==> config.mk <==
export PLATFORM = sky130hd
export DESIGN_NAME = calc_alu_seq
export DESIGN_NICKNAME = d
export VERILOG_FILES = /design/src/rtl/calc_pkg.sv /design/src/rtl/calc_mul_seq.sv /design/src/rtl/calc_alu_seq.sv
export SDC_FILE = /design/constraint.sdc
export NUM_CORES = 1
export LEC_CHECK = 0
export CORE_MARGIN = 2
export CORE_UTILIZATION = 40
export CTS_BUF_LIST = sky130_fd_sc_hd__clkbuf_2 sky130_fd_sc_hd__clkbuf_4 sky130_fd_sc_hd__clkbuf_8
export DETAILED_ROUTE_END_ITERATION = 8
export HOLD_SLACK_MARGIN = 0.02
export PLACE_DENSITY = 0.79
export SLEW_MARGIN = 20
export SYNTH_ARGS = -nofsm -noshare
export SYNTH_HDL_FRONTEND = slang
export SYNTH_HIERARCHICAL = 1
export SYNTH_SLANG_ARGS = --single-unit
==> constraint.sdc <==
create_clock -name clk -period 4.65 [get_ports clk]
set_clock_uncertainty 0.2 [all_clocks]
set_input_delay 1.1625 -clock clk [delete_from_list [all_inputs] [get_ports clk]]
set_output_delay 1.1625 -clock clk [all_outputs]
set_load 0.05 [all_outputs]
==> src/rtl/calc_pkg.sv <==
// calc_pkg: state and operation encodings shared by the calculator sequencer.
// The multiply path is enabled by defining CALC_MUL_EN.
package calc_pkg;

   typedef logic [1:0] state_t;

   localparam state_t ST_IDLE = 2'd0;
   localparam state_t ST_EXEC = 2'd1;
   localparam state_t ST_MUL  = 2'd2;
   localparam state_t ST_DONE = 2'd3;

   typedef logic [1:0] op_t;

   localparam op_t OP_ADD = 2'b00;
   localparam op_t OP_SUB = 2'b01;
   localparam op_t OP_MUL = 2'b10;
   localparam op_t OP_ILL = 2'b11;

endpackage

==> src/rtl/calc_mul_seq.sv <==
// calc_mul_seq: W-cycle shift-add multiplier. o_product_c is the accumulator
// value after the current cycle's add, so the parent can capture the final
// product on the same edge that retires the last step (o_last_c high).
module calc_mul_seq #(
   parameter int unsigned W = 2
) (
   input  logic             clk,
   input  logic             rst,
   input  logic             i_start,
   input  logic [W-1:0]     i_a,
   input  logic [W-1:0]     i_b,
   output logic             o_last_c,
   output logic [2*W-1:0]   o_product_c
);

   localparam int unsigned PW = 2 * W;
   localparam int unsigned CW = (W > 1) ? $clog2(W) : 1;

   logic [PW-1:0] r_acc;
   logic [PW-1:0] r_mcand;
   logic [W-1:0]  r_mplier;
   logic [CW-1:0] r_cnt;
   logic          r_run;
   logic [PW-1:0] w_sum;

   // Partial-product add for the current multiplier bit.
   always_comb begin
      w_sum       = r_acc + (r_mplier[0] ? r_mcand : '0);
      o_product_c = w_sum;
      o_last_c    = r_run && (r_cnt == CW'(W - 1));
   end

   // Accumulator, shifting operands and step counter.
   always_ff @(posedge clk or negedge rst) begin
      if (!rst) begin
         r_acc    <= '0;
         r_mcand  <= '0;
         r_mplier <= '0;
         r_cnt    <= '0;
         r_run    <= 1'b0;
      end else if (i_start) begin
         r_acc    <= '0;
         r_mcand  <= PW'(i_a);
         r_mplier <= i_b;
         r_cnt    <= '0;
         r_run    <= 1'b1;
      end else if (r_run) begin
         r_acc    <= w_sum;
         r_mcand  <= r_mcand << 1;
         r_mplier <= r_mplier >> 1;
         r_cnt    <= r_cnt + CW'(1);
         if (o_last_c) begin
            r_run <= 1'b0;
         end
      end
   end

endmodule

==> src/rtl/calc_alu_seq.sv <==
// calc_alu_seq: operand/operation sequencer for the 2-bit add/sub calculator.
// Define CALC_MUL_EN to enable the shift-add multiply for op 10; otherwise
// op 10 completes as an illegal operation.
module calc_alu_seq
   import calc_pkg::*;
#(
   parameter int unsigned W = 2
) (
   input  logic             clk,
   input  logic             rst,
   input  logic [W-1:0]     inA,
   input  logic [W-1:0]     inB,
   input  logic             btnLoadA,
   input  logic             btnLoadB,
   input  logic             btnGo,
   input  logic [1:0]       op_sel,
   output logic [W-1:0]     alu_a,
   output logic [W-1:0]     alu_b,
   output logic             alu_op,
   input  logic [W:0]       alu_res,
   output logic [2*W-1:0]   result,
   output logic             carry_borrow,
   output logic             busy,
   output logic             done,
   output logic             err
);

   localparam int unsigned RW = 2 * W;

   logic          r_prev_a, r_prev_b, r_prev_go;
   logic          w_edge_a, w_edge_b, w_edge_go;
   logic          w_ready, w_go;
   state_t        r_state, w_state_nx;
   logic [W-1:0]  r_reg_a, r_reg_b, w_reg_a_nx, w_reg_b_nx;
   op_t           r_op, w_op_nx;
   logic [RW-1:0] r_result, w_result_nx, w_res_zext, w_res_sext;
   logic          r_cb, w_cb_nx;
   logic          r_busy, w_busy_nx;
   logic          r_done, w_done_nx;
   logic          r_err, w_err_nx;
   logic          r_alu_op, w_alu_op_nx;

`ifdef CALC_MUL_EN
   logic          w_mul_start;
   logic          w_mul_last;
   logic [RW-1:0] w_mul_prod;

   calc_mul_seq #(.W(W)) u_mul (
      .clk         (clk),
      .rst         (rst),
      .i_start     (w_mul_start),
      .i_a         (w_reg_a_nx),
      .i_b         (w_reg_b_nx),
      .o_last_c    (w_mul_last),
      .o_product_c (w_mul_prod)
   );
`endif

   // Button edges, operand loads and go acceptance (only when not busy).
   always_comb begin
      w_edge_a   = btnLoadA & ~r_prev_a;
      w_edge_b   = btnLoadB & ~r_prev_b;
      w_edge_go  = btnGo & ~r_prev_go;
      w_ready    = (r_state == ST_IDLE) || (r_state == ST_DONE);
      w_go       = w_edge_go && w_ready;
      w_reg_a_nx = (w_edge_a && w_ready) ? inA : r_reg_a;
      w_reg_b_nx = (w_edge_b && w_ready) ? inB : r_reg_b;
      w_op_nx    = w_go ? op_sel : r_op;
      w_res_zext = RW'(alu_res);
      w_res_sext = RW'($signed(alu_res));
   end

   // Next-state and registered-output logic.
   always_comb begin
      w_state_nx  = r_state;
      w_result_nx = r_result;
      w_cb_nx     = r_cb;
      w_done_nx   = 1'b0;
      w_err_nx    = r_err;
`ifdef CALC_MUL_EN
      w_mul_start = 1'b0;
`endif
      case (r_state)
         ST_IDLE, ST_DONE: begin
            if (w_go) begin
               w_err_nx = 1'b0;
               case (op_sel)
                  OP_ADD, OP_SUB: w_state_nx = ST_EXEC;
`ifdef CALC_MUL_EN
                  OP_MUL: begin
                     w_state_nx  = ST_MUL;
                     w_mul_start = 1'b1;
                  end
`endif
                  default: begin
                     w_state_nx  = ST_DONE;
                     w_result_nx = '0;
                     w_cb_nx     = 1'b0;
                     w_err_nx    = 1'b1;
                     w_done_nx   = 1'b1;
                  end
               endcase
            end
         end
         ST_EXEC: begin
            w_result_nx = (r_op == OP_SUB) ? w_res_sext : w_res_zext;
            w_cb_nx     = alu_res[W];
            w_done_nx   = 1'b1;
            w_state_nx  = ST_DONE;
         end
`ifdef CALC_MUL_EN
         ST_MUL: begin
            if (w_mul_last) begin
               w_result_nx = w_mul_prod;
               w_cb_nx     = 1'b0;
               w_done_nx   = 1'b1;
               w_state_nx  = ST_DONE;
            end
         end
`endif
         default: w_state_nx = ST_IDLE;
      endcase

      w_busy_nx = (w_state_nx == ST_EXEC);
`ifdef CALC_MUL_EN
      w_busy_nx = w_busy_nx || (w_state_nx == ST_MUL);
`endif
      w_alu_op_nx = (w_state_nx == ST_EXEC) && w_op_nx[0];
   end

   // State, operand and output registers.
   always_ff @(posedge clk or negedge rst) begin
      if (!rst) begin
         r_prev_a  <= 1'b0;
         r_prev_b  <= 1'b0;
         r_prev_go <= 1'b0;
         r_state   <= ST_IDLE;
         r_reg_a   <= '0;
         r_reg_b   <= '0;
         r_op      <= OP_ADD;
         r_result  <= '0;
         r_cb      <= 1'b0;
         r_busy    <= 1'b0;
         r_done    <= 1'b0;
         r_err     <= 1'b0;
         r_alu_op  <= 1'b0;
      end else begin
         r_prev_a  <= btnLoadA;
         r_prev_b  <= btnLoadB;
         r_prev_go <= btnGo;
         r_state   <= w_state_nx;
         r_reg_a   <= w_reg_a_nx;
         r_reg_b   <= w_reg_b_nx;
         r_op      <= w_op_nx;
         r_result  <= w_result_nx;
         r_cb      <= w_cb_nx;
         r_busy    <= w_busy_nx;
         r_done    <= w_done_nx;
         r_err     <= w_err_nx;
         r_alu_op  <= w_alu_op_nx;
      end
   end

   assign alu_a        = r_reg_a;
   assign alu_b        = r_reg_b;
   assign alu_op       = r_alu_op;
   assign result       = r_result;
   assign carry_borrow = r_cb;
   assign busy         = r_busy;
   assign done         = r_done;
   assign err          = r_err;

endmodule

Word-level counts from Yosys, hierarchy flattened
Index checks and enable logic that the tools add are counted.
{"block": "op_classes", "n_reduce_logical": 12, "eq_ne": 7, "muxes": 14, "bitwise_logic": 6}
{"op": "two-way mux 4 bit", "count": 3}
{"op": "== test 2 x 1 -> 1 bit (second input constant)", "count": 4}
{"op": "one-hot mux 4 bit (2 select lines)", "count": 1}
{"op": "two-way mux 1 bit", "count": 5}
{"op": "logical AND 1 bit", "count": 4}
{"op": "zero test 2 bit", "count": 2}
{"op": "two-way mux 2 bit", "count": 2}
{"op": "inequality test 2 bit (second input constant)", "count": 2}
{"op": "one-hot mux 1 bit (2 select lines)", "count": 2}
{"op": "one-hot mux 2 bit (2 select lines)", "count": 1}
{"op": "OR reduction 2 bit", "count": 2}
{"op": "AND 1 bit", "count": 3}
{"op": "NOT 1 bit", "count": 3}
{"op": "AND reduction 3 bit", "count": 1}
{"op": "== test 2 bit (second input constant)", "count": 1}
{"op": "AND reduction 2 bit", "count": 1}
{"op": "nonzero test 2 bit", "count": 1}
{"op": "logical OR 1 bit", "count": 1}
{"block": "word_totals", "ff_bits": 20, "elab_cells": 53, "input_bits": 14, "output_inout_bits": 13}

Logic depth before layout (Yosys ltp)
{"block": "depth", "depth_word": 7, "ltp_mapped": 6, "ltp_nobuf": 5}

Worst setup path after synthesis
Ideal clock, no wire load.
{"block": "synth_timing", "path_type": "register to output", "from": "register, netlist name carry_borrow", "to": "output result[2]", "arrival_time_ns": 0.921, "path_stages_with_launch": 2, "path_slack_ns": 2.367, "required_time_ns": 3.288, "path_buffers": 1, "path_cell_list": "dfrtp_1 -> buf_4"}
{"item": "end: declaration", "line": "calc_alu_seq.sv:21", "source": "output logic [2*W-1:0] result,"}

Worst setup path in the final report
{"block": "layout_timing", "from": "register r_cb, in the netlist carry_borrow", "to": "output carry_borrow"}
{"item": "start: declaration", "line": "calc_alu_seq.sv:37", "source": "logic r_cb, w_cb_nx;"}
{"item": "start signal: assignment", "line": "calc_alu_seq.sv:156", "source": "r_cb <= w_cb_nx;"}
{"item": "end: declaration", "line": "calc_alu_seq.sv:22", "source": "output logic carry_borrow,"}
No word-level cell between the ends.

==> impl_metrics.toml <==
[run_status]
status = "complete, no violations"

[setup_path]
cp-end-kind = "output port"
critPathTopFamily = "buffers and inverters"
required_ps = 3290
crit_fanout = 4
critical_path_arrival_ps = 1520
crit_type = "flip-flop to output port"
start_kind = "flip-flop"
crit_slowest_cell = "clkdlybuf4s50_1"
worst-path-buf-inv = 1
crit_chain = "clkdlybuf4s50_1"
slowest_delay_ps = 820

[worst_hold_path]
timing.hold.worst.class = "flip-flop to flip-flop"

[global_route]
track_usage_pct = 14.6
grt_pass1_wl_um = 2720
grt_overflow = 0
antenna_found_initial = 0
grt_pass1_vias = 651
grt_start_max_net_pins = 20

[detailed_routing]
via_per_inst = 5.20
drt_first_iter_violations = 4
via_count = 650
drc_errors = 0
wl_per_cell_um = 12.3
routed_wl_um = 1540
ant_nets = 0
first_pass_iters = 4

[timing]
finalHoldViolCount = 0
setup_violations = 0
max_clock_freq_mhz = 347
worst_pin_slew_ps = 818
finalSetupTns_ps = 0
maxSlewHeadroom_pct = 45.3
finalWorstSetupSlack_ps = 1770
fin_crit_sh_pct = 61.9
period_needed_ps = 2880
maxSlewViolCount = 0
rsz0062_at_grt = "no"

[cts]
cts_resized = 0
clk_latency_ps = 290
htreeDepth = 1
hold_buffers = 0
post_cts_buffers = 0
cts_tree = "yes"
cts.clk_slew.worst_paths_ps = 100
cts_max_path_buffers = 2
cts.sinks = 19
cts_buffers = 3
root_buffer = "clkbuf_4"

[floorplanning]
row_count = 16
num_io_pins = 27
chipHeight_um = 49.9
start_util_pct = 42.6
core_mm2 = 0.00198
die-area_mm2 = 0.00249
die_w_um = 49.9

[yosys]
synthCells = 71
yosys_warnings = 6
ys_seq_area_share_pct = 56.4
avgSynthCellArea_um2 = 11.9
synth.distinct_cells = 21
synth_area_um2 = 843
syn_nets = 87
synth.ff_latch_count = 19

[layout]
drive_above_1_share_pct = 11.2
nFillCells = 162
diodes = 0
final_common_cell = "clkdlybuf4s50_1"
synthToLayoutAreaGrowth_pct = 35.8
fin_nets = 115
layout_common_cells = "clkdlybuf4s50_1 (26), dfrtp_1 (19)"
multi_input_area_um2 = 334
area.sequential_um2 = 475

[place]
portBuffers = 26
gp_congestion = 0.839
pre_cts_ws_ps = 2060
dp_hpwl_um = 1170

[power_and_ir_drop]
max-vdd-ir-drop_mv = 0.448
p_leak_uw = 0.000488
p_per_area_mw_per_mm2 = 725

[flow_run]
drv_cap = 0
## layer usage
| metal | share of wire (%) | vias to the layer above | track usage (%) | wire length (um) |
|---|---|---|---|---|
| li1 | - | 313 | - | - |
| met1 | 46 | 310 | 17.9 | 704 |
| met2 | 47 | 23 | 23.6 | 725 |
| met3 | 5.3 | 4 | 3.03 | 82 |
| met4 | 1.9 | 0 | 8.33 | 29 |
| met5 | 0 | - | 0 | 0 |
## metrics by stage
step / total power (uW) / instances / instance area, um2 / hold slack (ps) / util (%)
after floorplan: 614 / 71 / 843 / 240 / -
after global placement: 738 / 121 / 1110 / 265 / 56.3
after detailed placement: 746 / 121 / 1110 / 274 / 56.3
after CTS: 837 / 125 / 1140 / 301 / 57.8
after global routing: 880 / 125 / 1140 / 326 / 57.8
final: 830 / 125 / 1140 / 296 / 57.8
## cell usage after synthesis
cell type | n | area share (%)
a31oi_1 | 1 | 0.74
ha_1 | 2 | 3.0
nand3b_1 | 4 | 3.6
inv_1 | 3 | 1.3
o21ai_0 | 5 | 3.0
nor3b_1 | 1 | 0.89
buf_4 | 3 | 2.7
nor2b_1 | 1 | 0.74
mux2i_1 | 3 | 3.6
and4b_1 | 2 | 2.4
nand2_1 | 5 | 2.2
nand3_1 | 3 | 1.8
nor2_1 | 2 | 0.89
dfrtp_1 | 19 | 56
o211ai_1 | 1 | 0.89
and4bb_2 | 1 | 1.5
mux2_2 | 5 | 6.7
and2b_2 | 1 | 1.0
a32oi_1 | 3 | 3.1
a21oi_1 | 5 | 3.0
nand2b_1 | 1 | 0.74
## final timing paths
path / depth (start not counted) / to / slack (ps) / from
max in group asynchronous: 1 / alu_b[0] / 2620 / rst
min reg2reg: 2 / err / 300 / err
max: 1 / carry_borrow / 1770 / carry_borrow
min: 2 / err / 300 / err
max reg2reg: 4 / r_op[0] / 2850 / r_state[0]
min in group asynchronous: 1 / result[3] / 1130 / rst
## logic make-up (layout without fill, tap and decap cells)
kind of cell / after synthesis / in the layout / share of synthesized area (%)
flops: 19 / 19 / 56.4
simple gates: 21 / 21 / 15.7
buf+inv: 6 / 33 / 4.01
mux: 8 / 8 / 10.2
fa+ha+maj: 2 / 2 / 2.97
compound gates: 15 / 15 / 10.7
## power by group
part	internal (uW)	switching [uW]	leakage (uW)
Combinational	175	299	0.000234
Sequential	230	36.8	0.000236
Clock	39.2	49.5	0.0000184
Total	444	385	0.000488
## sequential cells by signal, summed over array words and instances (netlist names)
register and cells:
done 1, carry_borrow 1, r_prev_go 1, alu_op 1, alu_a 2, err 1, r_prev_a 1, busy 1
r_prev_b 1, alu_b 2, result 3, r_op 2, r_state 2
## tightest hold or removal path: cells and delay by family (launching register included)
| family | cells | cell delay (ps) |
|---|---|---|
| flip-flops | 1 | 360 |
| AND/OR/NAND/NOR | 2 | 100 |
## cell type report
class / instances / area share (%)
sequential: 19 / 41.5
inverter: 3 / 0.984
multi-input combinational: 46 / 29.2
timing repair buffer: 26 / 22.7
tap: 27 / 2.95
clock buffer: 4 / 2.62
(Power assumes the default switching activity.)
